===== src/rtl/dma_priority_arbiter.sv =====
// -----------------------------------------------------------------------------
// dma_priority_arbiter
//   Priority and bus-request controller for a 4-channel DMA. It synchronizes
//   the asynchronous DREQ pins and qualifies them with the mask and the software
//   request bits. It runs the HRQ/HLDA hold handshake with the CPU and grants
//   one channel per service, using either fixed or rotating priority.
//
//   State table:
//     IDLE    | bus not requested; watching for a qualified request
//     REQ     | HRQ raised, waiting for HLDA
//     GRANT   | channel granted; ACTIVE_CH/DACK frozen until done or bus loss
//     RELEASE | HRQ dropped, waiting for the CPU to drop HLDA
//
// Ports:
//   clk_i, reset_i      system clock, synchronous active-high reset
//   dreq_i[3:0]         asynchronous channel requests (polarity: dreq_sense_low_i)
//   sw_req_i[3:0]       software requests, synchronous, not maskable
//   mask_i[3:0]         1 = ignore the hardware DREQ of that channel
//   ctrl_disable_i      1 = do not raise a new HRQ
//   rot_pri_i           0 = fixed priority (ch0 highest), 1 = rotating
//   dreq_sense_low_i    1 = DREQ pins are active-low
//   dack_sense_high_i   1 = DACK pins are active-high
//   hlda_i              hold acknowledge from the CPU (synchronous)
//   xfer_done_i         one-cycle pulse: the current service has finished
//   hrq_o               hold request to the CPU
//   dack_o[3:0]         channel acknowledges at the programmed polarity
//   active_ch_o[1:0]    index of the granted channel
//   grant_valid_o       1 while a channel is granted
//   bus_lost_o          one-cycle pulse: HLDA dropped during a grant
// -----------------------------------------------------------------------------
module dma_priority_arbiter #(
    parameter int NCH         = 4,
    parameter int SYNC_STAGES = 2
) (
    input  logic           clk_i,
    input  logic           reset_i,
    input  logic [NCH-1:0] dreq_i,
    input  logic [NCH-1:0] sw_req_i,
    input  logic [NCH-1:0] mask_i,
    input  logic           ctrl_disable_i,
    input  logic           rot_pri_i,
    input  logic           dreq_sense_low_i,
    input  logic           dack_sense_high_i,
    input  logic           hlda_i,
    input  logic           xfer_done_i,
    output logic           hrq_o,
    output logic [NCH-1:0] dack_o,
    output logic [1:0]     active_ch_o,
    output logic           grant_valid_o,
    output logic           bus_lost_o
);

    typedef enum logic [1:0] {
        IDLE    = 2'd0,
        REQ     = 2'd1,
        GRANT   = 2'd2,
        RELEASE = 2'd3
    } state_t;

    state_t         state_q;
    logic [NCH-1:0] sync_q [SYNC_STAGES];
    logic [NCH-1:0] ack_q;
    logic [1:0]     active_ch_q;
    logic [1:0]     ptr_q;
    logic           hrq_q;
    logic           grant_valid_q;
    logic           bus_lost_q;

    logic [NCH-1:0] pending;
    logic [1:0]     ptr_eff;
    logic [1:0]     cand;
    logic [1:0]     sel_ch;

    // Polarity is normalised before the synchronizer so the flops reset to
    // the inactive level, whichever pin sense is programmed.
    always_ff @(posedge clk_i) begin
        if (reset_i) begin
            for (int s = 0; s < SYNC_STAGES; s++) begin
                sync_q[s] <= '0;
            end
        end else begin
            sync_q[0] <= dreq_i ^ {NCH{dreq_sense_low_i}};
            for (int s = 1; s < SYNC_STAGES; s++) begin
                sync_q[s] <= sync_q[s-1];
            end
        end
    end

    assign pending = (sync_q[SYNC_STAGES-1] & ~mask_i) | sw_req_i;

    // Scan from the lowest priority to the highest so that the highest
    // priority pending channel overwrites the others. The pointer is treated
    // as zero in fixed mode, even during the cycle when ROT_PRI first drops.
    always_comb begin
        ptr_eff = rot_pri_i ? ptr_q : 2'd0;
        sel_ch  = 2'd0;
        cand    = 2'd0;
        for (int k = NCH - 1; k >= 0; k--) begin
            cand = ptr_eff + 2'(k);
            if (pending[cand]) begin
                sel_ch = cand;
            end
        end
    end

    always_ff @(posedge clk_i) begin
        if (reset_i) begin
            state_q       <= IDLE;
            hrq_q         <= 1'b0;
            ack_q         <= '0;
            active_ch_q   <= 2'd0;
            grant_valid_q <= 1'b0;
            bus_lost_q    <= 1'b0;
            ptr_q         <= 2'd0;
        end else begin
            bus_lost_q <= 1'b0;
            case (state_q)
                IDLE: begin
                    if ((|pending) && !ctrl_disable_i) begin
                        hrq_q   <= 1'b1;
                        state_q <= REQ;
                    end
                end
                REQ: begin
                    if (hlda_i) begin
                        if (|pending) begin
                            active_ch_q   <= sel_ch;
                            ack_q         <= NCH'(1) << sel_ch;
                            grant_valid_q <= 1'b1;
                            state_q       <= GRANT;
                        end else begin
                            // The bus arrived after the request went away.
                            // Give it back without acknowledging any channel.
                            hrq_q   <= 1'b0;
                            state_q <= RELEASE;
                        end
                    end else if (!(|pending)) begin
                        hrq_q   <= 1'b0;
                        state_q <= IDLE;
                    end
                end
                GRANT: begin
                    if (xfer_done_i) begin
                        ack_q         <= '0;
                        grant_valid_q <= 1'b0;
                        hrq_q         <= 1'b0;
                        ptr_q         <= active_ch_q + 2'd1;
                        // If HLDA has already gone, there is nothing left to wait for.
                        state_q       <= hlda_i ? RELEASE : IDLE;
                    end else if (!hlda_i) begin
                        ack_q         <= '0;
                        grant_valid_q <= 1'b0;
                        hrq_q         <= 1'b0;
                        bus_lost_q    <= 1'b1;
                        state_q       <= IDLE;
                    end
                end
                RELEASE: begin
                    if (!hlda_i) begin
                        state_q <= IDLE;
                    end
                end
                default: state_q <= IDLE;
            endcase
            // Fixed mode pins the pointer to zero and overrides any rotation above.
            if (!rot_pri_i) begin
                ptr_q <= 2'd0;
            end
        end
    end

    assign hrq_o         = hrq_q;
    assign active_ch_o   = active_ch_q;
    assign grant_valid_o = grant_valid_q;
    assign bus_lost_o    = bus_lost_q;
    assign dack_o        = ack_q ^ {NCH{~dack_sense_high_i}};

endmodule


===== config.mk =====
export PLATFORM = sky130hd
export DESIGN_NAME = dma_priority_arbiter
export DESIGN_NICKNAME = d
export VERILOG_FILES = /design/src/rtl/dma_priority_arbiter.sv
export SDC_FILE = /design/constraint.sdc
export NUM_CORES = 1
export LEC_CHECK = 0
export ABC_CLOCK_PERIOD_IN_PS = 2240
export CAP_MARGIN = 20
export CORE_UTILIZATION = 35
export CTS_CLUSTER_SIZE = 28
export DETAILED_ROUTE_END_ITERATION = 10
export HOLD_SLACK_MARGIN = 0.1
export RECOVER_POWER = 25
export SLEW_MARGIN = 40
export SYNTH_ARGS = -nofsm -noshare
export SYNTH_HDL_FRONTEND = slang
export SYNTH_SLANG_ARGS = --single-unit

===== constraint.sdc =====
create_clock -name clk_i -period 2.24 [get_ports clk_i]
set_input_delay 0.672 -clock clk_i [delete_from_list [all_inputs] [get_ports clk_i]]
set_output_delay 0.672 -clock clk_i [all_outputs]
set_load 0.05 [all_outputs]

[Yosys cells after proc, flatten, opt, wreduce, memory -nomap -nowiden]
Memory sizes are Yosys's and may differ from the RTL's.
Cells that the tools add are included.
Word-level totals
  bits in writable memories: 8
  input port bits: 20
  output and inout bits: 9
  memories kept: 1
  register bits: 13
Cells by class
  reduce and logical (&&, ||, !) cells: 13
  order comparisons: 4
  eq/ne operators: 9
  bitwise operators: 10
  shift-type cells: 1
  add/subtract/negate cells: 4
  muxes and demuxes: 40
Memories
  sync_q: words 2, width 4, rd ports 2, clocked after memory_dff 0, write ports 2, RTL line 61  | logic [NCH-1:0] sync_q [SYNC_STAGES];
Operators by type and width (number)
  $mux 4: 6
  $mux 2: 11
  $mux 1: 15
  $lt 2x3->1 const B: 4
  $bmux 1 s2: 4
  $ne 2x2->1 const B: 4
  $pmux 2 s4: 1
  $pmux 4 s2: 1
  $reduce_and 4->1: 2
  $xor 4x4->4: 2
  $ne 3x3->1 const B: 2
  $add 2x1->2 const B: 2
  $add 2x2->2 const B: 2
  $and 4x4->4: 1
  $eq 2x2->1 const B: 2
  $not 4->4: 1
  $or 4x4->4: 1
  $reduce_and 2->1: 2
  $reduce_or 4->1: 1
  $shl 1x2->4 const A: 1
  $not 1->1: 3
  $pmux 1 s3: 1
  $reduce_and 3->1: 1
  $reduce_bool 3->1: 1
  9 further kinds: 10

[Longest topological paths before layout]
  depth after elaboration: 13
  depth in mapped cells: 8
  mapped depth without buffers: 7

[Least setup slack after synthesis]
Ideal clock, no wire load.
  path type: input to output
  from: in dack_sense_high_i
  to: out dack_o[0]
  stages on the path: 2
  data required time: 1.568 ns
  path slack: -0.094 ns
  data arrival time: 1.662 ns
  cells stage by stage: clkbuf_1 xnor2_1
Between the ends
  cells in the longest elaborated chain, start to end: 2
RTL lines
  from (decl): RTL line 43  | input logic dack_sense_high_i,
  $not 1->1: RTL line 176  | assign dack_o = ack_q ^ {NCH{~dack_sense_high_i}};
  $xor 4x4->4: RTL line 176
  to (decl): RTL line 47  | output logic [NCH-1:0] dack_o,
No other way between the ends.

[Worst setup path after layout]
  from: in sw_req_i[0]
  to: reg ack_q[0]
Between the ends
  cells in the longest elaborated chain, start to end: 11
RTL lines
  from (decl): RTL line 38  | input logic [NCH-1:0] sw_req_i,
  $or 4x4->4 *: RTL line 89  | assign pending = (sync_q[SYNC_STAGES-1] & ~mask_i) | sw_req_i;
  $bmux 1 s2: RTL line 100  | if (pending[cand]) begin
  $mux 1 (implied by the code): RTL line 100
  $mux 2 (4 in a row): RTL line 100
  $shl 1x2->4: RTL line 128  | ack_q <= NCH'(1) << sel_ch;
  $mux 4: RTL line 126  | if (|pending) begin
  $mux 4: RTL line 125  | if (hlda_i) begin
  $pmux 4 s2: RTL line 117  | case (state_q)
  to (signal assigned): RTL line 128
  to (decl): RTL line 62  | logic [NCH-1:0] ack_q;
Mark *: on every way between the ends. The rest lies on a longest branch, timed or not. The select of a mux whose other input is x is not followed.
A chain may end at the register's enable or synchronous reset.

==> run_results.csv <==
group,metric,value,unit
detailed_routing,firstDrtPassIters,4,
detailed_routing,vias_per_cell,4.93,
synth,ys_types,37,
clocking,clock_latency,0.31,ns
worst_hold_path,hp-class,"reg2reg",
sta,hold_violations,0,
synth,synth_ff_type,"dfxtp_1",
synth,synthArstFlopShare,0,%
final_layout,nNetsFinal,198,
synth,yosys-top-cells-area,"dfxtp_1, xnor2_1, ha_1, nor2_1, a21oi_1",
synth,ys_ff_latch,21,
synth,yosysWarnings,0,
grt,grt.met3_usage,2.18,%
sta,slew_headroom,67.2,%
clocking,cts.sinks,21,
detailed_routing,final_antenna_net_count,0,
grt,grt_max_degree,13,
worst_setup_path,cp.arrival,2.39,ns
grt,grt_pass1_vias,946,
synth,yosysTopAreaCell,"dfxtp_1",
detailed_routing,wl,2.51,mm
power_and_ir_drop,p_switching,0.290,mW
power_and_ir_drop,p_comb_share,32.9,%
detailed_routing,drt_iter0_drc,59,
die,die_y,59.2,um
sta,drv_slew,0,
placement,gp_congestion,0.872,
sta,setup_viol,0,
die,die_area,3500,um2
worst_setup_path,required,2.45,ns
detailed_routing,via_count,1060,
clocking,clockRootBuffer,"clkbuf_4",
final_layout,drive_gt1_share,21.1,%
flow_run,maxCapViolCount,0,
power_and_ir_drop,seq_power_share,46.0,%
synth,synth_edf_count,0,
clocking,cts-buffers-inserted,3,
worst_setup_path,end_kind,"flip-flop",
die,num_io_pins,29,
synth,seq_area_frac_synth,36.7,%
synth,syn_avg_cell_area,8.81,um2
die,coreArea,3080,um2
synth,synthDominantCellAreaShare,36.7,%
power_and_ir_drop,peakVddDrop,0.304,mV
sta,tightest_slew,0.490,ns
placement,portBuffers,28,
placement,dp_hpwl,2.02,mm
power_and_ir_drop,clock_power_share,21.1,%
grt,overflow,0,
synth,syn-num-nets,156,
power_and_ir_drop,p_leak,0.668,nW
placement,pre_cts_slack,-0.315,ns
worst_setup_path,crit_path_start_kind,"primary input",
clocking,cts.path.max_buffers,2,
grt,grtUsageTotal,15.4,%
final_layout,syn2layout_area_growth,45.6,%
grt,grt_pass1_wl,4.14,mm
sta,max_freq,461,MHz
synth,synthCells,130,
worst_setup_path,critPathKind,"in2reg",
final_layout,utilization,54.1,%
power_and_ir_drop,internal_power,0.608,mW
power_and_ir_drop,p_per_area,538,nW/um2
grt,grtUsageMet1,20.0,%
worst_setup_path,crit_path_max_fanout,4,
sta,skew,0.00541,ns
clocking,clkTransAtPathRegs,0.12,ns
die,die_w,59.2,um
detailed_routing,wl_per_cell,11.7,um
die,rows,20,
detailed_routing,route.detailed.drc,0,
power_and_ir_drop,netSwitchingFraction,32.3,%
clocking,htreeDepth,1,
sta,fin_crit_sh,96.9,%
status,status,"finished clean",
sta,fin_crit,2.17,ns
sta,hold_ws,0.452,ns
grt,gr-usage-met2,26.2,%
die,start_util,37.2,%
synth,netlist_area,1140,um2
grt,top_usage_layer,"met2",
final_layout,antenna_cells,0,
grt,grt_antenna_before_repair,0,
clocking,cts_tree,"built",
sta,worst_slack,0.0694,ns
-- path summary, 6_finish.rpt --
| check | slack [ns] | endpoint | cells after the start | start |
|---|---|---|---|---|
| worst min-delay path | 0.45 | sync_q[0][6] | 1 | sync_q[0][2] |
| worst min register to register | 0.45 | sync_q[0][6] | 1 | sync_q[0][2] |
| worst max-delay path | 0.07 | ack_q[0] | 7 | sw_req_i[0] |
| worst max register to register | 0.51 | ack_q[0] | 7 | sync_q[0][5] |
-- worst max-delay path, stage by stage --
cell	delay, ns
clkdlybuf4s50_1	0.46
a2111oi_4	0.38
buf_4	0.20
nor3_1	0.05
o22ai_1	0.20
nand3b_1	0.15
a2bb2o_2	0.26
-- final cells by class --
| class | instances | area [um2] |
|---|---|---|
| Sequential cell | 21 | 420 |
| Tap cell | 44 | 55.1 |
| Inverter | 10 | 37.5 |
| Fill cell | 290 | 1410 |
| Clock buffer | 3 | 22.5 |
| Multi-Input combinational cell | 94 | 706 |
| Clock inverter | 1 | 5.00 |
| Timing Repair Buffer | 42 | 420 |
-- stage by stage --
step	total power, mW	TNS [ns]	area [um2]	std cells
after global routing	0.941	-0.0185	1670	215
after global placement	0.704	-2.08	1590	210
after detailed placement	0.708	-2.50	1590	210
final	0.897	0	1670	215
after CTS	0.900	0	1650	214
after floorplan	0.583	-0.377	1140	130
-- per-layer routing --
| layer | wire length [um] | vias to the layer above |
|---|---|---|
| met1 | 1210 | 487 |
| met4 | 27 | 0 |
| met2 | 1160 | 31 |
| met5 | 0 | - |
| li1 | - | 540 |
| met3 | 112 | 2 |
-- power groups by stage --
stage	sequential, mW	combinational [mW]	clock, mW
after floorplan	0.442	0.141	0
after global placement	0.419	0.284	0
after detailed placement	0.420	0.288	0
after CTS	0.413	0.293	0.194
after global routing	0.416	0.317	0.208
final	0.413	0.295	0.189
-- flip-flops by register name, indices dropped and copies added (netlist names) --
signal	flops
sync_q	8
ack_q	4
active_ch_o	2
ptr_q	2
state_q	2
bus_lost_o	1
grant_valid_o	1
hrq_o	1
-- cells by family (layout without fill, tap and decap cells) --
family,count (synthesis),in the layout,synth area share (%)
xor gates and xnor gates,9,9,6.89
AOI/OAI and AO/OA,35,35,23.5
and+or+nand+nor,42,42,19.7
buffers and inverters,15,56,4.92
adders and majority gates,7,7,7.43
DFF,21,21,36.7
muxes,1,1,0.874
-- synthesized netlist by cell type, types with 2 or more instances --
library cell and count:
dfxtp_1 21, nand2b_1 5, ha_1 6, o32ai_1 3, nand2_1 3, o21ai_0 4, o2bb2ai_1 3, nor3_1 4
xnor2_1 9, nor2_1 17, inv_1 10, a21oi_1 10, a211oi_1 3, nor2b_1 4, clkbuf_1 5, nand3_1 2
-- cell usage in the layout (no fill, tap or decap), types with 2 or more instances in the layout --
master            n
inv_1             9
nor2_1           17
nand2b_1          5
o32ai_1           2
nand3_1           2
nand2_1           3
clkdlybuf4s50_1  18
xnor2_1           5
buf_12            4
nor2b_1           4
buf_4            15
xnor2_2           4
ha_1              6
clkbuf_4          3
o2bb2ai_1         3
a21oi_1          10
dfxtp_1          21
nor3_1            4
o21ai_0           4
dlymetal6s2s_1    2
a211oi_1          3
-- timing repair --
item,CTS,global route
pin swaps,0,3
resized for setup,5,4
setup buffers,0,1
cloned,0,0
endpoints found under the setup margin,4,6
hold buffers,0,0
Note: power is estimated with default switching activity, not from simulation.
